<file path="src/rtl/mant_sub_serial_if.sv">
// Handshake bundle for mant_sub_serial: operand pair in (valid/ready), result out (valid/ready).
interface mant_sub_serial_if #(
  parameter int WIDTH = 64
);
  logic             in_valid;
  logic             in_ready;
  logic [WIDTH-1:0] a;
  logic [WIDTH-1:0] b;
  logic             out_valid;
  logic             out_ready;
  logic [WIDTH-1:0] diff;
  logic             borrow;
  logic             zero;

  modport master (
    output in_valid, a, b, out_ready,
    input  in_ready, out_valid, diff, borrow, zero
  );

  modport slave (
    input  in_valid, a, b, out_ready,
    output in_ready, out_valid, diff, borrow, zero
  );
endinterface

</file>
<file path="src/rtl/mant_sub_serial.sv">
// Slice-serial mantissa subtractor: diff = a - b, one SLICE-bit slice per clock.
// Define MANT_SUB_ABS_EN to return |a - b| (extra slice-serial negate pass); borrow is the sign.
module mant_sub_serial #(
  parameter int WIDTH = 64,
  parameter int SLICE = 16
) (
  input  logic            clk,
  input  logic            rst,
  mant_sub_serial_if.slave io
);
  localparam int NS = WIDTH / SLICE;
  localparam int KW = (NS > 1) ? $clog2(NS) : 1;
  localparam logic [KW-1:0] K_LAST = KW'(NS - 1);

  localparam logic [1:0] IDLE = 2'd0;
  localparam logic [1:0] RUN  = 2'd1;
`ifdef MANT_SUB_ABS_EN
  localparam logic [1:0] NEG  = 2'd2;
`endif
  localparam logic [1:0] DONE = 2'd3;

  logic [1:0]       state;
  logic [KW-1:0]    k;
  logic             carry;
  logic [WIDTH-1:0] a_r;
  logic [WIDTH-1:0] b_r;
  logic [WIDTH-1:0] result;
  logic             borrow_r;
  logic             zero_r;

  logic [SLICE-1:0] op_x;
  logic [SLICE-1:0] op_y;
  logic [SLICE:0]   sum;
  logic [WIDTH-1:0] res_next;

  // One slice of the adder: {carry_out, sum} = x + y + cin.
  function automatic logic [SLICE:0] slice_add(
    input logic [SLICE-1:0] x,
    input logic [SLICE-1:0] y,
    input logic             cin
  );
    slice_add = {1'b0, x} + {1'b0, y} + {{SLICE{1'b0}}, cin};
  endfunction

  // Operand selection for the active slice; NEG reuses the same adder as ~r + carry.
  always_comb begin
    op_x = '0;
    op_y = '0;
    for (int i = 0; i < NS; i++) begin
      if (k == KW'(i)) begin
        op_x = a_r[i*SLICE +: SLICE];
        op_y = ~b_r[i*SLICE +: SLICE];
      end
    end
`ifdef MANT_SUB_ABS_EN
    if (state == NEG) begin
      op_y = '0;
      for (int i = 0; i < NS; i++) begin
        if (k == KW'(i)) begin
          op_x = ~result[i*SLICE +: SLICE];
        end
      end
    end
`endif
    sum = slice_add(op_x, op_y, carry);
  end

  always_comb begin
    res_next = result;
    for (int i = 0; i < NS; i++) begin
      if (k == KW'(i)) begin
        res_next[i*SLICE +: SLICE] = sum[SLICE-1:0];
      end
    end
  end

  always_ff @(posedge clk or posedge rst) begin
    if (rst) begin
      state    <= IDLE;
      k        <= '0;
      carry    <= 1'b0;
      a_r      <= '0;
      b_r      <= '0;
      result   <= '0;
      borrow_r <= 1'b0;
      zero_r   <= 1'b0;
    end else begin
      case (state)
        IDLE: begin
          if (io.in_valid) begin
            a_r    <= io.a;
            b_r    <= io.b;
            k      <= '0;
            carry  <= 1'b1;
            zero_r <= 1'b0;
            state  <= RUN;
          end
        end
        RUN: begin
          result <= res_next;
          carry  <= sum[SLICE];
          k      <= k + 1'b1;
          if (k == K_LAST) begin
            k        <= '0;
            borrow_r <= ~sum[SLICE];
            zero_r   <= (res_next == '0);
`ifdef MANT_SUB_ABS_EN
            if (~sum[SLICE]) begin
              carry <= 1'b1;
              state <= NEG;
            end else begin
              state <= DONE;
            end
`else
            state <= DONE;
`endif
          end
        end
`ifdef MANT_SUB_ABS_EN
        NEG: begin
          result <= res_next;
          carry  <= sum[SLICE];
          k      <= k + 1'b1;
          if (k == K_LAST) begin
            k      <= '0;
            zero_r <= (res_next == '0);
            state  <= DONE;
          end
        end
`endif
        DONE: begin
          if (io.out_ready) begin
            state <= IDLE;
          end
        end
        default: state <= IDLE;
      endcase
    end
  end

  assign io.in_ready  = (state == IDLE);
  assign io.out_valid = (state == DONE);
  assign io.diff      = result;
  assign io.borrow    = borrow_r;
  assign io.zero      = zero_r;
endmodule
</file>
<file path="src/flat_wrapper.sv">
// flat-port wrapper written by rule: the top's interface ports become plain ports
module mant_sub_serial_flat 
#(
  parameter int WIDTH = 64,
  parameter int SLICE = 16
)
  (clk, rst, io_in_valid, io_a, io_b, io_out_ready, io_in_ready, io_out_valid, io_diff, io_borrow, io_zero);
  mant_sub_serial_if #(.WIDTH(WIDTH)) io_i ();
  input  logic clk;
  input  logic rst;
  input wire logic [$bits(io_i.in_valid)-1:0] io_in_valid;
  input wire logic [$bits(io_i.a)-1:0] io_a;
  input wire logic [$bits(io_i.b)-1:0] io_b;
  input wire logic [$bits(io_i.out_ready)-1:0] io_out_ready;
  output wire logic [$bits(io_i.in_ready)-1:0] io_in_ready;
  output wire logic [$bits(io_i.out_valid)-1:0] io_out_valid;
  output wire logic [$bits(io_i.diff)-1:0] io_diff;
  output wire logic [$bits(io_i.borrow)-1:0] io_borrow;
  output wire logic [$bits(io_i.zero)-1:0] io_zero;
  assign io_i.in_valid = io_in_valid;
  assign io_i.a = io_a;
  assign io_i.b = io_b;
  assign io_i.out_ready = io_out_ready;
  assign io_in_ready = io_i.in_ready;
  assign io_out_valid = io_i.out_valid;
  assign io_diff = io_i.diff;
  assign io_borrow = io_i.borrow;
  assign io_zero = io_i.zero;
  mant_sub_serial #(.WIDTH(WIDTH), .SLICE(SLICE)) u_core (.clk(clk), .rst(rst), .io(io_i));
endmodule
</file>
<file path="config.mk">
export PLATFORM = sky130hd
export DESIGN_NAME = mant_sub_serial_flat
export DESIGN_NICKNAME = d
export VERILOG_FILES = /design/src/rtl/mant_sub_serial_if.sv /design/src/rtl/mant_sub_serial.sv /design/src/flat_wrapper.sv
export SDC_FILE = /design/constraint.sdc
export NUM_CORES = 1
export LEC_CHECK = 0
export ABC_AREA = 0
export ABC_CLOCK_PERIOD_IN_PS = 7600
export BUFFER_PORTS_ARGS = -buffer_cell sky130_fd_sc_hd__buf_2
export CORE_AREA = 2 2 143 145
export CTS_CLUSTER_SIZE = 10
export DETAILED_ROUTE_END_ITERATION = 10
export DIE_AREA = 0 0 145 147
export PLACE_DENSITY = 0.72
export SYNTH_ARGS = -nofsm -noshare
export SYNTH_HDL_FRONTEND = slang
export SYNTH_SLANG_ARGS = --single-unit
</file>
<file path="constraint.sdc">
create_clock -name clk -period 7.6 [get_ports clk]
set_input_delay 0.76 -clock clk [delete_from_list [all_inputs] [get_ports clk]]
set_output_delay 0.76 -clock clk [all_outputs]
set_load 0.02 [all_outputs]
</file>
==> metrics.csv, run 1 <==
metric,value,unit
CTS root buf,clkbuf_16,
share of the synthesized area in the top cell type,50.9,%
# setup viols final,0,
CTS tree,done,
Max Slew Vio Count,0,
FF-to-FF Start,u_core.k[0],
H-tree depth,4,
most frequent cells in the layout,"buf_2 (199), dfrtp_1 (199), nand2_1 (144)",
die area,21300,µm²
Mean Syn Cell Area,10.1,µm²
Worst-path clk slew,0.07,ns
RSZ-0062 raised after global routing,no,
nets@finish,1278,
#FFs+latches synth,199,
total negative slack,0,ns
post-CTS sizing,0,
cts hold-fix bufs,0,
DRC viols,0,
layout cells sized above 1,32.9,%
ANT nets after route,0,
status,finished clean,
Die Ht,147,µm
synth top area cells,"dfrtp_1 (51%), mux2_2 (13%), o21ai_0 (6.2%)",
Max clock buf depth,2,
CTS Buf Count,17,
max_slew headroom,24.4,%
Pre-antenna DRT Iters,5,
Routed WL,25.7,mm
First DRT Iteration DRCs,607,
via count of the first global-routing pass,7538,
Post-CTS Setup Inserts,0,
CORE AREA,19800,µm²
CP startpoint,u_core.k[0],
largest net degree at the start of global routing,125,
IO Pins,200,
"critical path fanouts, max",46,
"Top FF cell, synth",dfrtp_1,
Worst setup EP type,flop,
detailed placement HPWL,18.5,mm
filler instances,1729,
Worst Path Required,7.97,ns
cell accounting for the most synthesized area,dfrtp_1,
type of origin of the critical path,flop,
part of the Yosys area used for sequential elements,50.9,%
WS Path Type,reg -> reg,
antenna violations before repair,3,
Tmin final,5.20,ns
Cell variety after synth,70,
global-route wire length before repair,41.3,mm
overflow left after global routing,0,
Hold WC Path Type,in -> async,
Post-Synthesis Cells,965,
routed length per instance,18.2,µm
Layout area overhead,17.3,%
fmax,0.192,GHz
CTS Sinks,199,
Post-synth EDFFs,0,
Cell Rows,52,
post-synthesis instance area,9780,µm²
Clock Latency Late Sink,0.45,ns
clk_skew,0.00917,ns
Worst Path Arrival,5.57,ns
Post-synth ARST share,100,%
Starting Density,49.3,%
Mapped Nets,1118,
Vias,7851,
gr usage total,24.8,%
total number of yosys warnings,0,
slew of the pin with the lowest slew margin,1.13,ns
final RePlAce weighted congestion,0.921,
fin crit share,68.4,%
PortBufs,199,
max_cap viols,0,
DIE WIDTH,145,µm
DR vias/cell,5.56,
"Hold Violations, Final",0,
## synth_stat cells, types with 6 or more instances
| library cell | instances |
|---|---|
| dfrtp_1 | 199 |
| nand2_1 | 144 |
| o21ai_0 | 121 |
| mux2_2 | 112 |
| nor2_1 | 75 |
| a21oi_1 | 66 |
| clkbuf_1 | 45 |
| inv_1 | 29 |
| ha_1 | 19 |
| a221oi_1 | 16 |
| buf_1 | 10 |
| nor3_1 | 8 |
| nor4_1 | 8 |
| a211oi_1 | 6 |
## stage by stage
stage / instance area [µm²] / cells / worst slack, ns / hold slack (ns) / util (%)
2_1_floorplan: 9780 / 965 / 1.41 / 0.475 / -
3_3_place_gp: 10900 / 1376 / 2.71 / 0.478 / 54.8
3_5_place_dp: 10900 / 1376 / 2.52 / 0.490 / 54.8
4_1_cts: 11500 / 1408 / 2.48 / 0.503 / 57.8
5_1_grt: 11500 / 1408 / 2.04 / 0.500 / 57.8
6_report: 11500 / 1411 / 2.40 / 0.474 / 57.8
## per-layer routing
| layer | up-vias | wire length, µm | GRT usage [%] |
|---|---|---|---|
| met5 | - | 13 | 0 |
| met4 | 2 | 493 | 7.18 |
| met3 | 39 | 1820 | 6.02 |
| met2 | 306 | 12200 | 39.9 |
| met1 | 3784 | 11200 | 33.8 |
| li1 | 3720 | - | - |
## worst max-delay path, cell delays in order, from the launching register on
cell	delay, ns
dfrtp_1	0.44
ha_2	0.78
inv_1	0.64
mux2i_1	0.37
ha_1	0.28
nor2b_4	0.13
o31a_1	0.32
o21a_4	0.28
xnor2_1	0.60
o211ai_1	0.26
o31ai_1	0.26
o21ai_1	0.11
or4b_1	0.52
o21ai_1	0.12
## kinds of logic (layout without fill, tap and decap cells)
group,after synthesis,in the layout,synth area share [%]
compound gates,260,260,16.0
xor+xnor,9,9,0.883
fa+ha+maj,21,21,2.84
buf+inv,92,265,4.08
flops,199,199,50.9
mux,115,115,13.2
other cells,0,3,0
simple gates,269,269,12.1
## registers in the layout, summed over array words and instances (netlist names)
| name | cells |
|---|---|
| u_core.k | 2 |
| u_core.io.diff | 64 |
| u_core.carry | 1 |
| u_core.b_r | 64 |
| u_core.io.borrow | 1 |
| u_core.io.zero | 1 |
| u_core.a_r | 64 |
| u_core.state | 2 |
## path summary, 6_finish.rpt
check,end,slack [ns],depth (start not counted)
max,u_core.io.zero,2.40,13
min,u_core.b_r[15],0.47,2
max reg2reg,u_core.io.zero,2.40,13
min reg2reg,u_core.b_r[58],0.50,1
max in group asynchronous,u_core.b_r[1],5.63,3
min in group clk,u_core.b_r[58],0.50,1
## final cells by class
| cell class | count | area (µm²) | area share (%) |
|---|---|---|---|
| Inverter | 29 | 116 | 1.01 |
| Antenna cell | 3 | 7.51 | 0.0654 |
| Clock inverter | 13 | 141 | 1.23 |
| Multi-Input combinational cell | 674 | 4410 | 38.5 |
| Sequential cell | 199 | 4980 | 43.4 |
| Tap cell | 270 | 338 | 2.94 |
| Clock buffer | 19 | 443 | 3.86 |
| Timing Repair Buffer | 204 | 1030 | 9.01 |
Power of run 1 is left out: the tool's default activity adds up to more than one toggle a clock period on the data nets, which glitch-free logic cannot reach.
==> run 2: changes to the inputs <==
--- a/config.mk
+++ b/config.mk
@@ -6,13 +6,13 @@
 export NUM_CORES = 1
 export LEC_CHECK = 0
 export ABC_AREA = 0
-export ABC_CLOCK_PERIOD_IN_PS = 7600
+export ABC_CLOCK_PERIOD_IN_PS = 4400
 export BUFFER_PORTS_ARGS = -buffer_cell sky130_fd_sc_hd__buf_2
 export CORE_AREA = 2 2 143 145
 export CTS_CLUSTER_SIZE = 10
 export DETAILED_ROUTE_END_ITERATION = 10
 export DIE_AREA = 0 0 145 147
-export PLACE_DENSITY = 0.72
+export PLACE_DENSITY = 0.75
 export SYNTH_ARGS = -nofsm -noshare
 export SYNTH_HDL_FRONTEND = slang
 export SYNTH_SLANG_ARGS = --single-unit
==> constraint.sdc (replaced) <==
create_clock -name clk -period 4.4 [get_ports clk]
set_input_delay 0.44 -clock clk [delete_from_list [all_inputs] [get_ports clk]]
set_output_delay 0.44 -clock clk [all_outputs]
set_load 0.02 [all_outputs]
==> metrics.csv, run 2 (synthesis gave the netlist of run 1 again) <==
metric,value,unit
DR WL met3,1.75,mm
ANT cells,0,
Worst Path Required,4.77,ns
clk_skew,0.0144,ns
hold_ws,0.191,ns
Tmin final,4.17,ns
top layer in use,met5,
fin crit share,94.8,%
DIE WIDTH,145,µm
Routed met2 length,12.4,mm
"critical path fanouts, max",17,
R2R cell count,18,
post-layout util,59.9,%
Hold WC Path Type,in -> reg,
nets@finish,1307,
antenna violations before repair,1,
detailed placement HPWL,18.8,mm
CTS tree,done,
Die Ht,147,µm
Worst setup EP type,flop,
max_cap viols,0,
most frequent cells in the layout,"buf_2 (199), dfrtp_1 (197), nand2_1 (144)",
CORE AREA,19800,µm²
DR vias/cell,5.57,
largest net degree at the start of global routing,200,
gr usage total,24.8,%
CTS Sinks,199,
via count of the first global-routing pass,7894,
fmax,0.240,GHz
max_slew headroom,24.9,%
status,finished clean,
pre-CTS setup slack,0.115,ns
layout cells sized above 1,36.2,%
CTS root buf,clkbuf_16,
IO Pins,200,
routed length per instance,18.3,µm
Met1 Wirelength,11.4,mm
placed cell areas,11100,µm²
global-route wire length before repair,41.7,mm
ANT nets after route,0,
die area,21300,µm²
Worst Path Arrival,4.54,ns
Max clock buf depth,2,
overflow left after global routing,0,
final RePlAce weighted congestion,0.873,
Worst Hold End,u_core.state[1],
PortBufs,199,
First DRT Iteration DRCs,523,
"Hold Violations, Final",0,
Layout area overhead,21.5,%
FF-to-FF Start,u_core.k[1],
Max Slew Vio Count,0,
Vias,8010,
post-layout instance area,11900,µm²
Worst-path clk slew,0.08,ns
CTS Buf Count,17,
"most common cell after layout, fill and taps aside",buf_2,
Routed WL,26.3,mm
R2R Setup Slk,0.23,ns
H-tree depth,4,
Cell Rows,52,
Starting Density,49.3,%
type of origin of the critical path,flop,
Clock Latency Late Sink,0.44,ns
Final Worst Setup Slack,0.227,ns
RR Endpoint,u_core.io.zero,
HP Start,io_out_ready,
WHS Path Cells,2,
DRC viols,0,
slew of the pin with the lowest slew margin,1.13,ns
WS Path Type,reg -> reg,
Pre-antenna DRT Iters,6,
# setup viols final,0,
cts hold-fix bufs,0,
run 2: routing by layer:
layer / up-vias / track usage, %
met5: - / 0
met4: 2 / 8.22
met3: 51 / 4.75
met2: 333 / 40.1
met1: 3852 / 34.0
li1: 3772 / -
run 2: worst max path at each step:
stage / slack, ns / cells after the start / endpoint / start
3_3_place_gp: 0.19 / 15 / u_core.io.zero / u_core.k[0]
4_1_cts: 0.09 / 18 / u_core.io.zero / u_core.k[1]
5_1_grt: -0.07 / 20 / u_core.io.zero / u_core.k[0]
2_1_floorplan: 0.07 / 18 / u_core.io.zero / u_core.k[0]
3_5_place_dp: 0.11 / 18 / u_core.io.zero / u_core.k[1]
6_report: 0.23 / 18 / u_core.io.zero / u_core.k[1]
run 2: layout make-up:
cell class / instances / area, µm²
timing repair buffer: 233 / 1340
sequential: 199 / 4980
fill: 1639 / 7960
clock inverter: 13 / 136
tap: 270 / 338
clock buffer: 19 / 443
inverter: 29 / 113
multi-input combinational: 674 / 4530
run 2: worst max-delay path, cell delays in order (launching register included):
cell	delay [ns]
dfrtp_2	0.42
inv_2	0.08
ha_4	0.22
buf_12	0.14
clkbuf_16	0.17
a221oi_1	0.36
a21oi_1	0.09
nand2_1	0.10
o21ai_0	0.11
ha_1	0.39
a21oi_2	0.25
o21ai_0	0.12
a311o_1	0.37
a41o_1	0.26
xnor2_2	0.16
nand2_1	0.07
o21ai_0	0.20
or4b_1	0.46
o21ai_1	0.12
run 2: through the flow:
stage	std cells	setup TNS [ns]
2_1_floorplan	965	0
3_3_place_gp	1401	0
3_5_place_dp	1401	0
4_1_cts	1433	0
5_1_grt	1437	-0.0716
6_report	1437	0
run 2: what timing repair did:
action | in CTS | in global routing
gates resized for setup | 0 | 37
setup endpoints to repair | 0 | 5
setup buffers | 0 | 3
Power of run 2 is left out for the same reason.
==> run 3: changes to the inputs <==
--- a/config.mk
+++ b/config.mk
@@ -8,11 +8,11 @@
 export ABC_AREA = 0
 export ABC_CLOCK_PERIOD_IN_PS = 4400
 export BUFFER_PORTS_ARGS = -buffer_cell sky130_fd_sc_hd__buf_2
-export CORE_AREA = 2 2 143 145
+export CORE_AREA = 2 2 151 153
 export CTS_CLUSTER_SIZE = 10
 export DETAILED_ROUTE_END_ITERATION = 10
-export DIE_AREA = 0 0 145 147
-export PLACE_DENSITY = 0.75
+export DIE_AREA = 0 0 153 155
+export PLACE_DENSITY = 0.68
 export SYNTH_ARGS = -nofsm -noshare
 export SYNTH_HDL_FRONTEND = slang
 export SYNTH_SLANG_ARGS = --single-unit
==> metrics.csv, run 3 (synthesis gave the netlist of run 1 again) <==
metric,value,unit
status,finished clean,
Post-Place Cells,1416,
Worst Path Required,4.76,ns
type of origin of the critical path,flop,
CTS root buf,clkbuf_16,
Worst Hold End,u_core.state[1],
R2R cell count,18,
CTS Buf Count,17,
Hold WC Path Type,in -> reg,
Layout area overhead,20.9,%
Post-Layout Cell Count,1454,
max_cap viols,0,
Max clock buf depth,2,
PortBufs,199,
Starting Density,44.0,%
CTS tree,done,
layout cells sized above 1,35.6,%
nets@finish,1307,
via count of the first global-routing pass,7830,
WHS Path Cells,2,
IO Pins,200,
Worst-path clk slew,0.07,ns
final RePlAce weighted congestion,0.895,
max incr delay on CP,0.54,ns
routed length per instance,17.9,µm
HP Start,io_out_ready,
largest net degree at the start of global routing,128,
CORE AREA,22200,µm²
pre-CTS setup slack,0.0818,ns
detailed placement HPWL,19.0,mm
"most common cell after layout, fill and taps aside",buf_2,
H-tree depth,4,
fmax,0.238,GHz
filler instances,2020,
"Hold Violations, Final",0,
FF-to-FF Start,u_core.k[1],
WS Path Type,reg -> reg,
fin crit share,95.6,%
CP dominant cell by count,o21ai_1,
# setup viols final,0,
Worst Path Arrival,4.57,ns
die area,23700,µm²
Cell Rows,55,
max_slew headroom,38.3,%
"slowest stage cell, crit path",or4b_1,
R2R Setup Slk,0.19,ns
Worst setup EP type,flop,
ANT nets after route,0,
DRC viols,0,
most frequent cells in the layout,"buf_2 (199), dfrtp_1 (198), nand2_1 (144)",
Clock Latency Late Sink,0.44,ns
Die Ht,155,µm
gr usage total,22.1,%
RR Endpoint,u_core.io.zero,
antenna violations before repair,5,
Buf/Inv on CP,2,
global-route wire length before repair,41.5,mm
"CP delay by family, top",compound AO/OA/AOI/OAI gates,
Vias,7939,
overflow left after global routing,0,
slew of the pin with the lowest slew margin,0.925,ns
FF+latch area,4980,µm²
DIE WIDTH,153,µm
First DRT Iteration DRCs,486,
Final Worst Setup Slack,0.193,ns
Max Slew Vio Count,0,
DR vias/cell,5.46,
hold_ws,0.188,ns
Pre-antenna DRT Iters,5,
total negative slack,0,ns
CTS Sinks,199,
Tmin final,4.21,ns
multi-input logic area,4500,µm²
clk_skew,0.0119,ns
Routed WL,26.1,mm
"critical path fanouts, max",17,
worst path cell trace,inv_1 -> ha_4 -> buf_4 -> nor2_1 -> a221oi_1 -> a21oi_1 -> nand2_1 -> o21ai_0 -> ha_2 -> o21a_2 -> o31a_1 -> o21a_4 -> o311ai_4 -> o211ai_1 -> o31ai_1 -> o21ai_1 -> or4b_1 -> o21ai_1,
[run 3: area by class of cell]
cell class                 count  share of cell area, %
antenna                        2                 0.0423
clock buffer                  20                   3.86
multi-input combinational    674                   38.1
timing repair buffer         233                   11.0
tap                          285                   3.01
inverter                      29                  0.952
clock inverter                12                  0.920
sequential                   199                   42.1
[run 3: how the worst max path moves through the flow]
stage                      from  slack, ns  cells past startpoint        endpoint
floorplan           u_core.k[0]       0.07                     18  u_core.io.zero
global placement    u_core.k[0]       0.10                     19  u_core.io.zero
detailed placement  u_core.k[0]       0.08                     19  u_core.io.zero
CTS                 u_core.k[0]       0.04                     19  u_core.io.zero
global route        u_core.k[0]      -0.03                     19  u_core.io.zero
finish              u_core.k[1]       0.19                     18  u_core.io.zero
[run 3: through the flow]
stage               area (µm²)  utilization, %
floorplan                 9790               -
global placement         11100            50.0
detailed placement       11100            50.0
CTS                      11700            52.5
global route             11800            53.2
finish                   11800            53.2
[run 3: layer usage]
metal / share of wire [%] / routed length, µm / GRT usage, %
met1: 45 / 11800 / 30.4
met2: 47 / 12200 / 35.6
met3: 6.3 / 1650 / 4.68
met4: 1.8 / 457 / 6.57
met5: 0.10 / 27 / 0
[run 3: what timing repair did]
action / 4_1_cts / 5_1_grt
buffers inserted: 0 / 3
hold buffers: 0 / 0
gates resized for setup: 0 / 23
setup endpoints to repair: 0 / 3
Power of run 3 is left out for the same reason.
